$ cat config.mk
export PLATFORM = sky130hd
export DESIGN_NAME = axis_frame_mon
export DESIGN_NICKNAME = d
export VERILOG_FILES = /design/src/rtl/axis_frame_mon_pkg.sv /design/src/rtl/axis_frame_mon_pos.sv /design/src/rtl/axis_frame_mon.sv
export SDC_FILE = /design/constraint.sdc
export NUM_CORES = 1
export LEC_CHECK = 0
export CAP_MARGIN = 10
export CORE_MARGIN = 2
export CORE_UTILIZATION = 27
export DETAILED_ROUTE_END_ITERATION = 8
export GPL_TIMING_DRIVEN = 0
export PLACE_DENSITY_LB_ADDON = 0.08
export SYNTH_ARGS = -nofsm -noshare
export SYNTH_HDL_FRONTEND = slang
export SYNTH_SLANG_ARGS = --single-unit
$ cat constraint.sdc
create_clock -name clk -period 16.14 [get_ports clk]
set_clock_uncertainty 0.1 [all_clocks]
set_input_delay 2.421 -clock clk [delete_from_list [all_inputs] [get_ports clk]]
set_output_delay 2.421 -clock clk [all_outputs]
set_load 0.005 [all_outputs]
$ cat src/rtl/axis_frame_mon_pkg.sv
// Shared types and helpers for the AXI4-Stream frame monitor.
// Optional checksum output is enabled with AXIS_FRAME_MON_CHECKSUM_EN.
package axis_frame_mon_pkg;

    typedef enum logic {
        WAIT_SOF = 1'b0,
        ACTIVE   = 1'b1
    } state_t;

    localparam int unsigned ERR_SOF       = 0;
    localparam int unsigned ERR_EOL_EARLY = 1;
    localparam int unsigned ERR_EOL_LATE  = 2;
    localparam int unsigned ERR_DROP      = 3;
    localparam int unsigned ERR_W         = 4;

    // Adds a small increment to a w-bit counter, clamping at 2^w-1.
    function automatic logic [31:0] sat_add(input logic [31:0] a,
                                            input logic [2:0]  inc,
                                            input int unsigned w);
        logic [32:0] sum;
        logic [32:0] lim;
        sum = {1'b0, a} + {30'd0, inc};
        lim = (33'd1 << w) - 33'd1;
        return (sum > lim) ? lim[31:0] : sum[31:0];
    endfunction

endpackage

$ cat src/rtl/axis_frame_mon_pos.sv
// Column/row tracker: latches geometry on SOF, advances on accepted beats,
// and produces line-end, frame-end and early/late end-of-line strobes.
module axis_frame_mon_pos
    import axis_frame_mon_pkg::*;
#(
    parameter int unsigned C_IMG_WW = 12,
    parameter int unsigned C_IMG_HW = 12
) (
    input  logic                clk,
    input  logic                reset,
    input  logic                adv,
    input  logic                sof,
    input  logic                last,
    input  logic [C_IMG_WW-1:0] width,
    input  logic [C_IMG_HW-1:0] height,
    output logic [C_IMG_WW-1:0] col,
    output logic [C_IMG_HW-1:0] row,
    output logic                line_end,
    output logic                frame_end,
    output logic                eol_early,
    output logic                eol_late
);

    logic [C_IMG_WW-1:0] col_q, col_d, width_q, width_d, width_eff;
    logic [C_IMG_HW-1:0] row_q, row_d, height_q, height_d, height_eff;
    logic                late_q, late_d, late_eff;
    logic [C_IMG_WW:0]   col_inc;

    always_comb begin
        // An SOF beat is pixel 0 of a fresh frame regardless of prior position.
        width_eff  = sof ? width  : width_q;
        height_eff = sof ? height : height_q;
        col        = sof ? '0 : col_q;
        row        = sof ? '0 : row_q;
        late_eff   = sof ? 1'b0 : late_q;
        col_inc    = {1'b0, col} + {{C_IMG_WW{1'b0}}, 1'b1};

        line_end  = adv & last;
        frame_end = line_end & (height_eff != '0) & (row == height_eff - C_IMG_HW'(1));
        eol_early = line_end & ((width_eff == '0) | (col_inc < {1'b0, width_eff}));
        eol_late  = adv & ~last & ~late_eff & (col == width_eff - C_IMG_WW'(1));

        width_d  = width_q;
        height_d = height_q;
        col_d    = col_q;
        row_d    = row_q;
        late_d   = late_q;
        if (adv) begin
            width_d  = width_eff;
            height_d = height_eff;
            if (last) begin
                col_d  = '0;
                row_d  = frame_end ? '0 : ((&row) ? row : row + C_IMG_HW'(1));
                late_d = 1'b0;
            end else begin
                col_d  = (&col) ? col : col_inc[C_IMG_WW-1:0];
                row_d  = row;
                late_d = late_eff | eol_late;
            end
        end
    end

    always_ff @(posedge clk) begin
        if (reset) begin
            col_q    <= '0;
            row_q    <= '0;
            width_q  <= '0;
            height_q <= '0;
            late_q   <= 1'b0;
        end else begin
            col_q    <= col_d;
            row_q    <= row_d;
            width_q  <= width_d;
            height_q <= height_d;
            late_q   <= late_d;
        end
    end

endmodule

$ cat src/rtl/axis_frame_mon.sv
// AXI4-Stream video frame monitor: framing checks, per-frame status, counters.
// Define AXIS_FRAME_MON_CHECKSUM_EN to add the 32-bit frame_sum output.
module axis_frame_mon
    import axis_frame_mon_pkg::*;
#(
    parameter int unsigned C_PIXEL_WIDTH = 8,
    parameter int unsigned C_IMG_WW      = 12,
    parameter int unsigned C_IMG_HW      = 12,
    parameter int unsigned C_CNT_W       = 16
) (
    input  logic                     clk,
    input  logic                     reset,
    input  logic [C_IMG_WW-1:0]      width,
    input  logic [C_IMG_HW-1:0]      height,
    input  logic                     ready_en,
    input  logic                     s_axis_tvalid,
    input  logic [C_PIXEL_WIDTH-1:0] s_axis_tdata,
    input  logic                     s_axis_tuser,
    input  logic                     s_axis_tlast,
    output logic                     s_axis_tready,
    output logic                     frame_done,
    output logic                     frame_ok,
    output logic [ERR_W-1:0]         err_flags,
    output logic [C_IMG_WW-1:0]      meas_w,
    output logic [C_IMG_HW-1:0]      meas_h,
    output logic [C_CNT_W-1:0]       err_cnt,
    output logic [C_CNT_W-1:0]       frame_cnt
`ifdef AXIS_FRAME_MON_CHECKSUM_EN
    ,
    output logic [31:0]              frame_sum
`endif
);

    state_t              state_q, state_d;
    logic [ERR_W-1:0]    flags_q, flags_d, err_flags_q, err_flags_d, beat_flags;
    logic                frame_done_q, frame_done_d, frame_ok_q, frame_ok_d;
    logic [C_IMG_WW-1:0] meas_w_q, meas_w_d, col;
    logic [C_IMG_HW-1:0] meas_h_q, meas_h_d, row;
    logic [C_CNT_W-1:0]  err_cnt_q, err_cnt_d, frame_cnt_q, frame_cnt_d;
    logic                accept, active, sof, adv, drop, sof_close, end_close;
    logic                line_end, frame_end, eol_early, eol_late;
    logic [2:0]          n_evt;

    assign s_axis_tready = ready_en & ~reset;

    axis_frame_mon_pos #(
        .C_IMG_WW (C_IMG_WW),
        .C_IMG_HW (C_IMG_HW)
    ) u_pos (
        .clk       (clk),
        .reset     (reset),
        .adv       (adv),
        .sof       (sof),
        .last      (s_axis_tlast),
        .width     (width),
        .height    (height),
        .col       (col),
        .row       (row),
        .line_end  (line_end),
        .frame_end (frame_end),
        .eol_early (eol_early),
        .eol_late  (eol_late)
    );

    always_comb begin
        accept    = s_axis_tvalid & s_axis_tready;
        active    = (state_q == ACTIVE);
        sof       = accept & s_axis_tuser;
        adv       = accept & (active | s_axis_tuser);
        drop      = accept & ~active & ~s_axis_tuser;
        sof_close = sof & active;
        // An early-SOF beat that also ends a line belongs to the new frame only.
        end_close = frame_end & ~sof_close;

        beat_flags                = '0;
        beat_flags[ERR_EOL_EARLY] = eol_early;
        beat_flags[ERR_EOL_LATE]  = eol_late;
        n_evt = {2'b0, drop} + {2'b0, sof_close} + {2'b0, eol_early} + {2'b0, eol_late};

        state_d      = state_q;
        flags_d      = flags_q;
        err_flags_d  = err_flags_q;
        frame_done_d = 1'b0;
        frame_ok_d   = frame_ok_q;
        meas_w_d     = line_end ? col + C_IMG_WW'(1) : meas_w_q;
        meas_h_d     = meas_h_q;
        frame_cnt_d  = frame_cnt_q;
        err_cnt_d    = C_CNT_W'(sat_add(32'(err_cnt_q), n_evt, C_CNT_W));

        if (drop)
            flags_d[ERR_DROP] = 1'b1;
        if (sof_close) begin
            frame_done_d         = 1'b1;
            frame_ok_d           = 1'b0;
            err_flags_d          = flags_q;
            err_flags_d[ERR_SOF] = 1'b1;
            frame_cnt_d          = frame_cnt_q + C_CNT_W'(1);
            flags_d              = beat_flags;
        end else if (adv) begin
            flags_d = flags_q | beat_flags;
        end
        if (sof)
            state_d = ACTIVE;
        if (end_close) begin
            frame_done_d = 1'b1;
            frame_ok_d   = (flags_d == '0);
            err_flags_d  = flags_d;
            meas_h_d     = row + C_IMG_HW'(1);
            frame_cnt_d  = frame_cnt_q + C_CNT_W'(1);
            flags_d      = '0;
            state_d      = WAIT_SOF;
        end
    end

    always_ff @(posedge clk) begin
        if (reset) begin
            state_q      <= WAIT_SOF;
            flags_q      <= '0;
            err_flags_q  <= '0;
            frame_done_q <= 1'b0;
            frame_ok_q   <= 1'b0;
            meas_w_q     <= '0;
            meas_h_q     <= '0;
            err_cnt_q    <= '0;
            frame_cnt_q  <= '0;
        end else begin
            state_q      <= state_d;
            flags_q      <= flags_d;
            err_flags_q  <= err_flags_d;
            frame_done_q <= frame_done_d;
            frame_ok_q   <= frame_ok_d;
            meas_w_q     <= meas_w_d;
            meas_h_q     <= meas_h_d;
            err_cnt_q    <= err_cnt_d;
            frame_cnt_q  <= frame_cnt_d;
        end
    end

    assign frame_done = frame_done_q;
    assign frame_ok   = frame_ok_q;
    assign err_flags  = err_flags_q;
    assign meas_w     = meas_w_q;
    assign meas_h     = meas_h_q;
    assign err_cnt    = err_cnt_q;
    assign frame_cnt  = frame_cnt_q;

`ifdef AXIS_FRAME_MON_CHECKSUM_EN
    logic [31:0] sum_q, sum_d, frame_sum_q, frame_sum_d, pix;

    always_comb begin
        pix         = 32'(s_axis_tdata);
        sum_d       = sum_q;
        frame_sum_d = frame_sum_q;
        if (sof_close)
            frame_sum_d = sum_q;
        if (sof)
            sum_d = pix;
        else if (adv)
            sum_d = sum_q + pix;
        if (end_close) begin
            frame_sum_d = sum_d;
            sum_d       = '0;
        end
    end

    always_ff @(posedge clk) begin
        if (reset) begin
            sum_q       <= '0;
            frame_sum_q <= '0;
        end else begin
            sum_q       <= sum_d;
            frame_sum_q <= frame_sum_d;
        end
    end

    assign frame_sum = frame_sum_q;
`else
    logic unused_tdata;
    always_comb unused_tdata = ^s_axis_tdata;
`endif

endmodule

==> Flow_metrics.wiki <==
{| class="wikitable"
! Metric !! Value
|-
| Worst path top cell family by delay || buffers and inverters
|-
| Via count of the first global-routing pass || roughly 6500
|-
| First-pass GRT wire length || about 37 mm
|-
| Ports placed on the boundary || 101
|-
| Post-synth ARST share || 0%
|-
| Cell repeated most along the worst path || sky130_fd_sc_hd__clkbuf_1
|-
| Number of library cell types mapped by synthesis || 65
|-
| Total power after layout || 0.729 mW
|-
| Sequential fraction of design power || 39.9%
|-
| Maximum Capacitance Violations || 0
|-
| Worst slack at placement || approximately 4.0 ns
|-
| Setup repair after global routing missed its margin || no
|-
| Number of buffers inserted by post-CTS setup repair || 0
|-
| Final wirelength || 23.1 mm
|-
| Switch share || between 20% and 30%
|-
| Arrival time at the worst endpoint || ~12 ns
|-
| Worst hold path type || flop to flop
|-
| Post-synthesis sequential element count || approximately 120
|-
| F_max || between 80 and 90 MHz
|-
| Bufs on Longest Clock Path || 2
|-
| Starting Density || a little over a quarter
|-
| Critical path capture point type || flop
|-
| NumNets Final || around 1000
|-
| Sequential share of the synthesized area || 34.8%
|-
| Synth Cell Area || ~6700 µm²
|-
| Top cells by area in the synthesized netlist || sky130_fd_sc_hd__dfxtp_1, sky130_fd_sc_hd__xnor2_1, sky130_fd_sc_hd__a21oi_1
|-
| Quantity of hold-fixing buffers added after cts || 0
|-
| Number of enable flip-flop cells after synthesis || 0
|-
| Switching power || about 0.19 mW
|-
| Yosys top cell area share || 34.8%
|-
| Resized Gates After CTS || 0
|-
| Setup-violating endpoint count in the final report || 0
|-
| Count of buffering cells on the critical path with inverters included || 10
|-
| TritonCTS clock tree || yes
|-
| Count of final max-slew check failures || 0
|-
| Largest area contributor in the netlist || sky130_fd_sc_hd__dfxtp_1
|-
| Register clock-pin slew on the reported worst setup and hold paths || approximately 0.06 ns
|-
| Final antenna-violating net count || 0
|-
| Global-route met1 utilization || between 20% and 30%
|-
| Final estimated routing congestion in global placement || 0.821
|-
| Die Footprint || around 26000 µm²
|-
| Final worst-path cycle share || between 70% and 80%
|-
| Detailed placement HPWL || roughly 17 mm
|-
| Critical path's slowest cell || sky130_fd_sc_hd__fa_1
|-
| Count of unresolved DRC violations after routing || 0
|-
| Share of layout cells above drive strength 1 || under 10%
|-
| Number of endpoints with negative hold slack in the final report || 0
|-
| Maximum vdd ir drop || 70.7 µV
|-
| Final core area utilization || 35.4%
|-
| Total global routing overflow || 0
|-
| Total number of vias || between 6000 and 7000
|-
| Overall global routing resource usage || a little under a fifth
|-
| Number of detailed-route iterations in the first pass || 7
|-
| H-Tree Level Count || 4
|-
| Net count after synthesis || between 800 and 900
|-
| Syn Area/Cell || approximately 8 µm²
|-
| Chip height || between 150 and 200 µm
|-
| Most instantiated library cell after synthesis || sky130_fd_sc_hd__dfxtp_1
|-
| Max stage delay on crit path || 0.62 ns
|-
| Number of standard cells after synthesis || 836
|-
| Final setup TNS || 0 ns
|-
| Port bufs || 91
|-
| Vias per std cell || about 5
|-
| Layout overhead on the synthesized area || 28.6%
|-
| Fill cells || about 2700
|-
| Maximum number of pins on one net before global-route repair || 17
|-
| Root cell of the clock tree || sky130_fd_sc_hd__clkbuf_16
|-
| Number of buffers created by CTS || 17
|-
| Number of antenna violations at the first check in global routing || 0
|-
| Power per Cell Area || approximately 85 nW/µm²
|-
| Source-to-sink clock delay at the later pin of the worst-skew pair || roughly 0.4 ns
|-
| Die Wd || between 150 and 200 µm
|-
| Static leakage || around 2.9 nW
|-
| Headroom to the max-slew limit || between 10% and 20%
|-
| Clock sinks || about 120
|-
| Met2 GRT Util || roughly 28%
|-
| Internal power of the cells || around 0.54 mW
|-
| Worst-margin pin slew || 1.20 ns
|-
| Largest fanout of any net on the critical path || 10
|-
| Startpoint-to-endpoint class of the critical path || input pin to flop
|-
| Crit path required time || roughly 16 ns
|-
| Drt initial violations || roughly 310
|-
| Worst hold slack || ~0.36 ns
|-
| Met3 Usage GRT || 3.11%
|-
| Clock period minus worst slack || between 10 and 15 ns
|-
| Most frequent cells after synthesis || sky130_fd_sc_hd__dfxtp_1, sky130_fd_sc_hd__nand2_1, sky130_fd_sc_hd__nor2_1, sky130_fd_sc_hd__a21oi_1, sky130_fd_sc_hd__xnor2_1
|-
| Yosys synthesis warning count || 0
|-
| Run status || complete, no violations
|-
| Most used flip-flop cell after synthesis || sky130_fd_sc_hd__dfxtp_1
|-
| Worst-case setup margin in the final layout || 4.60 ns
|-
| Combinational group share of total power || under 10%
|-
| N_diodes || 0
|-
| Kind of launch point of the worst setup path || input pin
|-
| Average wire per standard cell || ~18 µm
|-
| Clock network power share || between 50% and 60%
|-
| GRT Max-Usage Layer || met2
|-
| Core area || ~24000 µm²
|-
| Row Count || between 50 and 60
|}
-- worst reg2reg max path, cell delays in order, from the launching register on --
cell,delay [ns]
sky130_fd_sc_hd__dfxtp_1,0.37
sky130_fd_sc_hd__and2_1,0.28
sky130_fd_sc_hd__ha_1,0.22
sky130_fd_sc_hd__nand3_1,0.11
sky130_fd_sc_hd__or3_1,0.37
sky130_fd_sc_hd__clkbuf_1,0.18
sky130_fd_sc_hd__or3_1,0.37
sky130_fd_sc_hd__a21oi_1,0.39
sky130_fd_sc_hd__ha_1,0.23
sky130_fd_sc_hd__nand4_1,0.12
sky130_fd_sc_hd__nor2_1,0.11
sky130_fd_sc_hd__o31ai_1,0.10
sky130_fd_sc_hd__a31oi_1,0.17
sky130_fd_sc_hd__o21ai_0,0.33
sky130_fd_sc_hd__fa_1,0.62
sky130_fd_sc_hd__inv_1,0.05
sky130_fd_sc_hd__fa_1,0.38
sky130_fd_sc_hd__inv_1,0.08
sky130_fd_sc_hd__fa_1,0.23
sky130_fd_sc_hd__nand2_1,0.06
sky130_fd_sc_hd__or2_2,0.31
sky130_fd_sc_hd__nor2_1,0.20
sky130_fd_sc_hd__nand2_1,0.10
sky130_fd_sc_hd__nor2_1,0.19
sky130_fd_sc_hd__nand4_1,0.26
sky130_fd_sc_hd__clkbuf_1,0.31
sky130_fd_sc_hd__a21oi_1,0.19
-- kinds of logic (layout without fill, tap and decap cells) --
family          count (synthesis)  after routing  synth area share (%)
xor+xnor                       72             72                  9.46
compound gates                171            171                  16.5
simple gates                  360            360                  26.8
mux                            25             25                  3.77
flops                         116            116                  34.8
buf+inv                        71            194                  4.28
fa+ha+maj                      21             21                  4.28
-- area by class of cell --
| type | instances | area (µm²) | area share (%) |
|---|---|---|---|
| plain buffers | 52 | 214 | 2.50 |
| repair buffers | 91 | 911 | 10.6 |
| flip-flops and latches | 116 | 2320 | 27.1 |
| multi-input cells | 649 | 4060 | 47.3 |
| clock buffers | 18 | 439 | 5.12 |
| inverters | 19 | 71.3 | 0.832 |
| clock inverters | 14 | 151 | 1.77 |
| well taps | 324 | 405 | 4.73 |
-- state kept, by name (all words and copies together) (netlist names), 12 cells and up --
name and cells:
err_cnt 16, frame_cnt 16, meas_h 12, meas_w 12, u_pos.col_q 12, u_pos.height_q 12
u_pos.row_q 12, u_pos.width_q 12
-- worst paths after layout --
| check | to | cells after the start | from | slack (ns) |
|---|---|---|---|---|
| worst min-delay path | meas_w[4] | 2 | meas_w[4] | 0.36 |
| worst max-delay path | err_cnt[11] | 33 | s_axis_tuser | 4.60 |
| worst min register to register | meas_w[4] | 2 | meas_w[4] | 0.36 |
| worst max register to register | err_cnt[11] | 26 | u_pos.col_q[0] | 9.64 |
-- placed cells by master (no fill, tap or decap), types with 5 or more instances in the layout --
master	netlist	routed
sky130_fd_sc_hd__nor2_1	90	90
sky130_fd_sc_hd__o31ai_1	5	5
sky130_fd_sc_hd__nand3b_1	7	7
sky130_fd_sc_hd__nor3b_1	8	8
sky130_fd_sc_hd__and2_1	7	7
sky130_fd_sc_hd__nand2_1	94	94
sky130_fd_sc_hd__nor3_1	25	25
sky130_fd_sc_hd__ha_1	18	18
sky130_fd_sc_hd__xor2_1	25	25
sky130_fd_sc_hd__clkbuf_16	0	17
sky130_fd_sc_hd__xnor2_1	47	47
sky130_fd_sc_hd__or3_1	14	14
sky130_fd_sc_hd__mux2i_1	24	24
sky130_fd_sc_hd__nor4b_1	8	8
sky130_fd_sc_hd__nand3_1	39	39
sky130_fd_sc_hd__o211ai_1	5	5
sky130_fd_sc_hd__clkdlybuf4s50_1	0	91
sky130_fd_sc_hd__clkbuf_1	44	44
sky130_fd_sc_hd__nand4_1	17	17
sky130_fd_sc_hd__inv_1	19	19
sky130_fd_sc_hd__and3_1	12	12
sky130_fd_sc_hd__a211oi_1	11	11
sky130_fd_sc_hd__dfxtp_1	116	116
sky130_fd_sc_hd__nor2b_1	5	5
sky130_fd_sc_hd__o21ai_0	24	24
sky130_fd_sc_hd__nor4_1	12	12
sky130_fd_sc_hd__a21oi_1	78	78
-- metrics by stage --
stage	instance area, µm²	instances
final	8570	1283
after global routing	8570	1283
after CTS	8570	1283
after detailed placement	7980	1251
after global placement	7980	1251
after floorplan	6670	836
-- per-layer routing --
metal	wire, µm	share of wire [%]
met1	11900	52
met4	268	1.2
met3	709	3.1
met2	10200	44
met5	0	0
-- power groups by stage --
stage	logic, mW	clock network [mW]	registers, mW
after floorplan	0.0322	0	0.297
after detailed placement	0.0566	0	0.297
after global routing	0.0622	0.404	0.291
after global placement	0.0571	0	0.297
after CTS	0.0569	0.392	0.291
final	0.0562	0.382	0.291
(Power assumes the default switching activity.)
